$ cat config.mk
export PLATFORM = sky130hd
export DESIGN_NAME = cmd_arb
export DESIGN_NICKNAME = d
export VERILOG_FILES = /design/src/rtl/cmd_arb.sv
export SDC_FILE = /design/constraint.sdc
export NUM_CORES = 1
export LEC_CHECK = 0
export CORE_AREA = 2 2 325 327
export CTS_CLUSTER_DIAMETER = 120
export DETAILED_ROUTE_END_ITERATION = 12
export DIE_AREA = 0 0 327 329
export PLACE_DENSITY = 0.44
export SYNTH_ARGS = -nofsm -noshare
export SYNTH_HDL_FRONTEND = slang
export SYNTH_SLANG_ARGS = --single-unit
$ cat constraint.sdc
create_clock -name clk -period 2.45 [get_ports clk]
set_input_delay 0.49 -clock clk [delete_from_list [all_inputs] [get_ports clk]]
set_output_delay 0.49 -clock clk [all_outputs]
set_load 0.02 [all_outputs]
$ cat src/rtl/cmd_arb.sv
// Two-channel round-robin command arbiter: 4 cores contend independently on channel 0 (instr) and channel 1 (data).
// Latency: request seen at edge t, registered command valid on cmd_out_n during cycle t+1 (ISSUE); at most one grant per 2 cycles.
// Backpressure: grants only from IDLE while bus_rdy_n=1; channel then holds off new grants until rsp_done_n (WAIT).
//
// Ports:
//   clk, rst               single clock, synchronous active-high reset
//   cmd_in_0/1             4 packed commands per channel, core k at [(k+1)*CMD_SIZE-1 : k*CMD_SIZE], MSB = valid
//   stall                  per-core request mask (bit k masks core k on both channels)
//   bus_rdy_0/1            bus side can accept a command (sampled in IDLE only)
//   rsp_done_0/1           response for the outstanding channel command completed
//   cmd_tkn                taken pulses, bit 2k+n for core k on channel n
//   cmd_out_0/1            registered granted command; MSB high only during ISSUE
//   owner_0/1              core ID of last/outstanding grant
//   busy                   bit n set while channel n is not IDLE

module cmd_arb #(
   parameter int CMD_SIZE = 80,
   parameter int NUM_REQ  = 4
) (
   input  logic                  clk,
   input  logic                  rst,
   input  logic [4*CMD_SIZE-1:0] cmd_in_0,
   input  logic [4*CMD_SIZE-1:0] cmd_in_1,
   input  logic [3:0]            stall,
   input  logic                  bus_rdy_0,
   input  logic                  bus_rdy_1,
   input  logic                  rsp_done_0,
   input  logic                  rsp_done_1,
   output logic [7:0]            cmd_tkn,
   output logic [CMD_SIZE-1:0]   cmd_out_0,
   output logic [CMD_SIZE-1:0]   cmd_out_1,
   output logic [1:0]            owner_0,
   output logic [1:0]            owner_1,
   output logic [1:0]            busy
);

   localparam logic [1:0] ST_IDLE  = 2'd0;
   localparam logic [1:0] ST_ISSUE = 2'd1;
   localparam logic [1:0] ST_WAIT  = 2'd2;

   // Channel-indexed views so both channels share one generate body.
   logic [1:0][4*CMD_SIZE-1:0] cmd_in_v;
   logic [1:0]                 bus_rdy_v;
   logic [1:0]                 rsp_done_v;
   logic [1:0][CMD_SIZE-1:0]   cmd_out_v;
   logic [1:0][1:0]            owner_v;
   logic [1:0][3:0]            tkn_v;

   assign cmd_in_v[0]   = cmd_in_0;
   assign cmd_in_v[1]   = cmd_in_1;
   assign bus_rdy_v     = {bus_rdy_1, bus_rdy_0};
   assign rsp_done_v    = {rsp_done_1, rsp_done_0};
   assign cmd_out_0     = cmd_out_v[0];
   assign cmd_out_1     = cmd_out_v[1];
   assign owner_0       = owner_v[0];
   assign owner_1       = owner_v[1];

   // Interleave per-channel one-hot grants into bit 2k+n.
   assign cmd_tkn = {tkn_v[1][3], tkn_v[0][3], tkn_v[1][2], tkn_v[0][2],
                     tkn_v[1][1], tkn_v[0][1], tkn_v[1][0], tkn_v[0][0]};

   for (genvar n = 0; n < 2; n++) begin : g_ch
      logic [1:0]          state_q, state_d;
      logic [1:0]          ptr_q, ptr_d;
      logic [1:0]          owner_q, owner_d;
      logic [CMD_SIZE-1:0] cmd_q, cmd_d;
      logic [3:0]          elig;
      logic [1:0]          win;
      logic                win_vld;

      // Requesters beyond NUM_REQ are never eligible even if their inputs float.
      always_comb begin
         for (int k = 0; k < 4; k++) begin
            elig[k] = (k < NUM_REQ) && cmd_in_v[n][k*CMD_SIZE + CMD_SIZE - 1] && !stall[k];
         end
      end

      // Scan from the far end back to ptr so the entry closest to ptr overwrites last
      // and wins; the 2-bit add wraps 3->0 naturally.
      always_comb begin
         win     = ptr_q;
         win_vld = 1'b0;
         for (int i = 3; i >= 0; i--) begin
            if (elig[ptr_q + 2'(i)]) begin
               win     = ptr_q + 2'(i);
               win_vld = 1'b1;
            end
         end
      end

      always_comb begin
         state_d = state_q;
         ptr_d   = ptr_q;
         owner_d = owner_q;
         cmd_d   = cmd_q;
         case (state_q)
            ST_IDLE: begin
               if (bus_rdy_v[n] && win_vld) begin
                  state_d = ST_ISSUE;
                  cmd_d   = cmd_in_v[n][win*CMD_SIZE +: CMD_SIZE];
                  owner_d = win;
                  ptr_d   = win + 2'd1;
               end
            end
            ST_ISSUE: begin
               // Payload is kept for debug visibility; only the valid bit drops.
               cmd_d[CMD_SIZE-1] = 1'b0;
               state_d = rsp_done_v[n] ? ST_IDLE : ST_WAIT;
            end
            ST_WAIT: begin
               if (rsp_done_v[n]) state_d = ST_IDLE;
            end
            default: state_d = ST_IDLE;
         endcase
      end

      always_ff @(posedge clk) begin
         if (rst) begin
            state_q <= ST_IDLE;
            ptr_q   <= 2'd0;
            owner_q <= 2'd0;
            cmd_q   <= '0;
         end else begin
            state_q <= state_d;
            ptr_q   <= ptr_d;
            owner_q <= owner_d;
            cmd_q   <= cmd_d;
         end
      end

      assign cmd_out_v[n] = cmd_q;
      assign owner_v[n]   = owner_q;
      assign busy[n]      = (state_q != ST_IDLE);
      assign tkn_v[n]     = (state_q == ST_ISSUE) ? (4'b0001 << owner_q) : 4'b0000;
   end

endmodule
# Yosys cells after proc, flatten, opt, wreduce, memory -nomap -nowiden
# Index checks and enable logic that the tools add are counted.
# Widths: inputs -> output; s select.
[totals]
register_bits = 172
in_bits = 650
wordCells = 112
[op_classes]
add_sub_neg = 8
mul = 2
order_cmp = 8
n_eq_ne = 8
shifts = 4
n_mux = 46
reduce_logical = 26
[ops]
columns = ["operator", "n"]
rows = [
  ["$shiftx 320x10->80", 2],
  ["$mux 80", 2],
  ["$mux 2", 14],
  ["$lt 2x3->1 const B", 8],
  ["$bmux 1 s2", 8],
  ["$mux 1", 16],
  ["$pmux 2 s3", 2],
  ["$reduce_and 2->1", 6],
  ["$logic_and 1x1->1", 10],
  ["$mul 2x3->5 const B", 2],
  ["$add 2x1->2 const B", 4],
  ["$add 2x2->2 const B", 4],
  ["$mux 4", 2],
  ["$ne 2x2->1 const B", 4],
  ["$reduce_bool 2->1", 4],
  ["$shl 1x2->4 const A", 2],
  ["$eq 2x1->1 const B", 2],
  ["$eq 2x2->1 const B", 2],
  ["$logic_not 1->1", 4],
  ["$logic_not 2->1", 2],
  ["$pmux 1 s2", 2],
]

# Longest topological paths before layout
[depth]
ltp_word = 12
depth_mapped = 8
mapped_depth_nobuf = 5

# Worst setup path after synthesis
# OpenSTA, ideal clock, no wires.
[synth_timing]
path_type = "input to register"
start = "in cmd_in_0[319]"
end = "reg g_ch[0].cmd_q[76], in the netlist cmd_out_0[76]"
t_arrival_ns = 2.077
required_time_ns = 2.317
slack_ns = 0.240
stages = 8
cell_sequence = "nor2b_1 o41ai_1 nor2_1 nand2b_1 clkbuf_1 buf_2 buf_2 o221ai_1"
[synth_via]
elab_chain_cells = 9
[synth_lines]
columns = ["element", "line_no", "text"]
rows = [
  ["start: declaration", "22", "input logic [4*CMD_SIZE-1:0] cmd_in_0,"],
  ["$logic_and 1x1->1 (*)", "74", "elig[k] = (k < NUM_REQ) && cmd_in_v[n][k*CMD_SIZE + CMD_SIZE - 1] && !stall[k];"],
  ["$bmux 1 s2", "84", "if (elig[ptr_q + 2'(i)]) begin"],
  ["$mux 1 (not written as such)", "84", ""],
  ["$mux 2 or $mux 1 (tied branches) (4 in series)", "84", ""],
  ["$mul 2x3->5 or $logic_and 1x1->1 (tied branches)", "100, 98", ""],
  ["$shiftx 320x10->80 or $reduce_and 2->1 (tied branches)", "n/a", ""],
  ["end signal: assignment", "127", "cmd_q <= cmd_d;"],
  ["end: declaration", "66", "logic [CMD_SIZE-1:0] cmd_q, cmd_d;"],
]
# Mark *: on every way between the ends. The rest lies on a longest branch, timed or not. The select of a mux whose other input is x is not followed.
# A chain may end at the register's enable or synchronous reset.

# Final worst setup path
[layout_timing]
start = "in stall[2]"
end = "reg g_ch[0].cmd_q[54], in the netlist cmd_out_0[54]"
[layout_via]
elab_chain_cells = 10
[layout_lines]
columns = ["element", "line_no", "text"]
rows = [
  ["start: declaration", "24", "input logic [3:0] stall,"],
  ["$logic_not 1->1 (*)", "74", ""],
  ["$logic_and 1x1->1 (*)", "74", ""],
  ["$bmux 1 s2", "84", ""],
  ["$mux 1 (not written as such)", "84", ""],
  ["$mux 2 or $mux 1 (tied branches) (4 in series)", "84", ""],
  ["$mul 2x3->5 or $logic_and 1x1->1 (tied branches)", "100, 98", ""],
  ["$shiftx 320x10->80 or $reduce_and 2->1 (tied branches)", "n/a", ""],
]
# Marked as above.

==> results.sh <==
export IMPL_status="finished clean"
export IMPL_ys_seq_area_frac=0.360
export IMPL_detailed_place_hpwl_mm=68.4
export IMPL_report_power_total_w=0.0110
export IMPL_critPathMaxStageDelay_ps=570
export IMPL_track_usage=0.141
export IMPL_end_kind="flip-flop"
export IMPL_drc_errors=0
export IMPL_cts_max_level=4
export IMPL_max_cap_violations=0
export IMPL_ys_flop_type="sky130_fd_sc_hd__dfxtp_1"
export IMPL_worstPathMaxFanout=27
export IMPL_die_width_um=327
export IMPL_fp_dieArea_sq_um=108000
export IMPL_synth_edff_count=0
export IMPL_worst_path_buf_inv=3
export IMPL_synth_compound_area_frac=0.167
export IMPL_grt_first_pass_wirelength_mm=104
export IMPL_clk_pin_slew_worst_paths_ps=80
export IMPL_num_nets_final=2528
export IMPL_antenna_left=0
export IMPL_clk_latency_ps=510
export IMPL_placement_io_buffers=823
export IMPL_timing_slew_headroom=0.595
export IMPL_drt_iter0_markers=527
export IMPL_area_growth_pct=120
export IMPL_routed_via_count=11584
export IMPL_dominant_combinational_cell_family_by_area_after_synthesis="multiplexers"
export IMPL_placement_rows=119
export IMPL_worst_slew_pin_tran_ps=599
export IMPL_timing_critical_path_from_type="input port"
export IMPL_tritoncts="yes"
export IMPL_num_io_pins=824
export IMPL_first_pass_iters=6
export IMPL_layout_min_cycle_time_ps=2370
export IMPL_hold_buffers=0
export IMPL_start_util=0.0916
export IMPL_dieHeight_um=329
export IMPL_chain_of_cells_forming_the_critical_path="clkdlybuf4s50_1 > nor2b_1 > o311ai_0 > o21ai_4 > buf_12 > buf_4 > mux2i_1 > o221ai_1"
export IMPL_synth_cells=984
export IMPL_min_delay_path_class="reg2reg"
export IMPL_ys_async_sr_fraction=0
export IMPL_period_share=0.966
export IMPL_cts_root_to_sink_buffers=2
export IMPL_timing_final_hold_violations=0
export IMPL_postSynthRegisterBits=172
export IMPL_p_leak_nw=8.28
export IMPL_criticalPathCategory="in2reg"
export IMPL_finalSetupViolations=0
export IMPL_rr_startpoint="g_ch[0].ptr_q[0]"
export IMPL_drt_total_wl_mm=78.7
export IMPL_pwr_density_cell_nw_per_um2=523
export IMPL_arrival_ps=2750
export IMPL_timing_max_transition_violations_final=0
export IMPL_synth_nets=1634
export IMPL_synth_area_mux_share=0.334
export IMPL_vdd_ir_drop_worst_v=0.000393
export IMPL_post_syn_area_per_cell_sq_um=9.72
export IMPL_coreArea_sq_um=104000
export IMPL_critical_path_top_delay_family="buffers and inverters"
export IMPL_grt_start_max_net_pins=35
export IMPL_synthesized_area_fraction_occupied_by_adder_cells=0
export IMPL_critical_path_slowest_cell="sky130_fd_sc_hd__o311ai_0"
export IMPL_antenna_found_initial=21
export IMPL_rsz0062_at_grt="no"
export IMPL_finalCoreUtilization=0.202
export IMPL_finalWeightedCongestion=0.851
export IMPL_fmax_mhz=422
export IMPL_route_detailed_wl_per_inst_um=24.0
export IMPL_grt_pass1_vias=12253
export IMPL_synth_cell_types=38
export IMPL_routed_via_density=3.53
export IMPL_worstPathRequired_ps=2840
export IMPL_synth_warnings=0
export IMPL_global_route_overflow_total=0
export IMPL_cts_root_buffer="sky130_fd_sc_hd__clkbuf_16"
export IMPL_clkSinkCount=172
export IMPL_clock_skew_final_ps=17.6
export IMPL_synthesis_area_sq_um=9570
export IMPL_xor_xnor_portion_of_the_synthesized_cell_area=0.00275
export IMPL_post_synth_and_or_nand_nor_area_fraction=0.0938
export IMPL_setup_worst_path_start="stall[2]"
export IMPL_post_cts_setup_repair_buffer_count=0
export IMPL_min_delay_start="cmd_out_0[79]"
export IMPL_tritoncts_num_buffers=17
export IMPL_post_route_cells_drive_above_1_share=0.101
-- sequential cells by signal, summed over array words and instances, names as in the netlist --
signal,count
g_ch.state_q,4
owner_0,2
cmd_out_0,80
g_ch.ptr_q,4
owner_1,2
cmd_out_1,80
-- cells in the mapped netlist, types with 2 or more instances --
cell type | count | area, sq um
sky130_fd_sc_hd__mux2i_1 | 318 | 3180
sky130_fd_sc_hd__dfxtp_1 | 172 | 3440
sky130_fd_sc_hd__nand2_1 | 162 | 608
sky130_fd_sc_hd__o221ai_1 | 158 | 1380
sky130_fd_sc_hd__clkbuf_1 | 40 | 150
sky130_fd_sc_hd__buf_2 | 36 | 180
sky130_fd_sc_hd__nor2_1 | 13 | 48.8
sky130_fd_sc_hd__buf_1 | 10 | 37.5
sky130_fd_sc_hd__nand2b_1 | 10 | 62.6
sky130_fd_sc_hd__nor2b_1 | 8 | 50.1
sky130_fd_sc_hd__nor3_1 | 8 | 40.0
sky130_fd_sc_hd__a211oi_1 | 4 | 30.0
sky130_fd_sc_hd__a21oi_1 | 4 | 20.0
sky130_fd_sc_hd__inv_1 | 4 | 15.0
sky130_fd_sc_hd__nor3b_1 | 4 | 30.0
sky130_fd_sc_hd__nand3_1 | 3 | 15.0
sky130_fd_sc_hd__o21ai_0 | 3 | 15.0
sky130_fd_sc_hd__a2bb2oi_1 | 2 | 17.5
sky130_fd_sc_hd__and3_1 | 2 | 12.5
sky130_fd_sc_hd__buf_6 | 2 | 22.5
sky130_fd_sc_hd__o41a_1 | 2 | 22.5
sky130_fd_sc_hd__or2_2 | 2 | 12.5
sky130_fd_sc_hd__xnor2_1 | 2 | 17.5
-- layout make-up --
type | count | area [sq um]
Fill cell | 11534 | 83300
Timing Repair Buffer | 963 | 9470
Multi-Input combinational cell | 720 | 5790
Sequential cell | 172 | 3440
Tap cell | 1391 | 1740
Clock buffer | 18 | 439
Clock inverter | 14 | 180
Inverter | 4 | 15.0
Antenna cell | 3 | 7.51
-- metal layers --
metal / up-vias / GRT usage / share of wire
met1: 5425 / 0.166 / 0.41
met3: 67 / 0.0390 / 0.063
met2: 509 / 0.256 / 0.51
met5: - / 0 / 0.0012
li1: 5567 / - / -
met4: 16 / 0.0260 / 0.011
-- cell families (layout without fill, tap and decap cells) --
family | after synthesis | in the layout
muxes | 319 | 319
and+or+nand+nor | 214 | 214
AOI/OAI and AO/OA | 184 | 184
DFF | 172 | 172
buffers and inverters | 92 | 999
xor gates and xnor gates | 3 | 3
other | 0 | 3
-- worst reg2reg max path, stage by stage, from the launching register on --
cell,delay [ps]
sky130_fd_sc_hd__dfxtp_1,380
sky130_fd_sc_hd__inv_1,80
sky130_fd_sc_hd__o311ai_0,570
sky130_fd_sc_hd__o21ai_4,160
sky130_fd_sc_hd__buf_12,210
sky130_fd_sc_hd__buf_4,230
sky130_fd_sc_hd__mux2i_1,280
sky130_fd_sc_hd__o221ai_1,170
-- path summary, 6_finish.rpt --
path / depth (start not counted) / slack (ps) / to
setup / recovery: 8 / 80 / cmd_out_0[54]
hold / removal: 2 / 460 / cmd_out_0[79]
setup reg to reg: 7 / 260 / cmd_out_0[54]
hold reg to reg: 2 / 460 / cmd_out_0[79]
-- stage by stage --
step	hold WS, ps	instance area, sq um	worst slack [ps]	setup TNS (ps)	cells
2_1_floorplan	460	9570	240	0	984
3_3_place_gp	445	20500	-379	-39720	3250
3_5_place_dp	446	20500	-422	-42890	3250
4_1_cts	451	21100	0.872	0	3282
5_1_grt	480	21100	28.0	0	3282
6_report	459	21100	82.2	0	3285
-- placed cells by master, fill, tap and decap left out, drive strengths merged, types with 2 or more instances in the layout --
cell type and count:
nand2b 10, nand3 3, a21oi 4, clkinv 3
dlygate4sd2 5, nor2b 8, inv 11, bufinv 2
a211oi 4, clkinvlp 2, nand2 162, buf 145
clkbuf 18, o21ai 4, mux2i 318, nor2 13
and3 2, a2bb2oi 2, o221ai 158, clkdlybuf4s50 812
xnor2 2, nor3b 4, o41a 2, or2 2
nor3 8, diode 3, dfxtp 172
-- timing repair --
item                       4_1_cts  5_1_grt
resized for setup                5        1
pin swaps                        0        0
setup endpoints to repair        5        1
-- report_power, final --
part           total (W)  leakage, nW  internal [W]  switching (W)
Clock            0.00313        0.298       0.00158        0.00155
Combinational    0.00458         6.57       0.00247        0.00211
Sequential       0.00333         1.41       0.00311       0.000217
Total             0.0110         8.28       0.00716        0.00388
No activity file was read; power rests on OpenSTA's default activity.
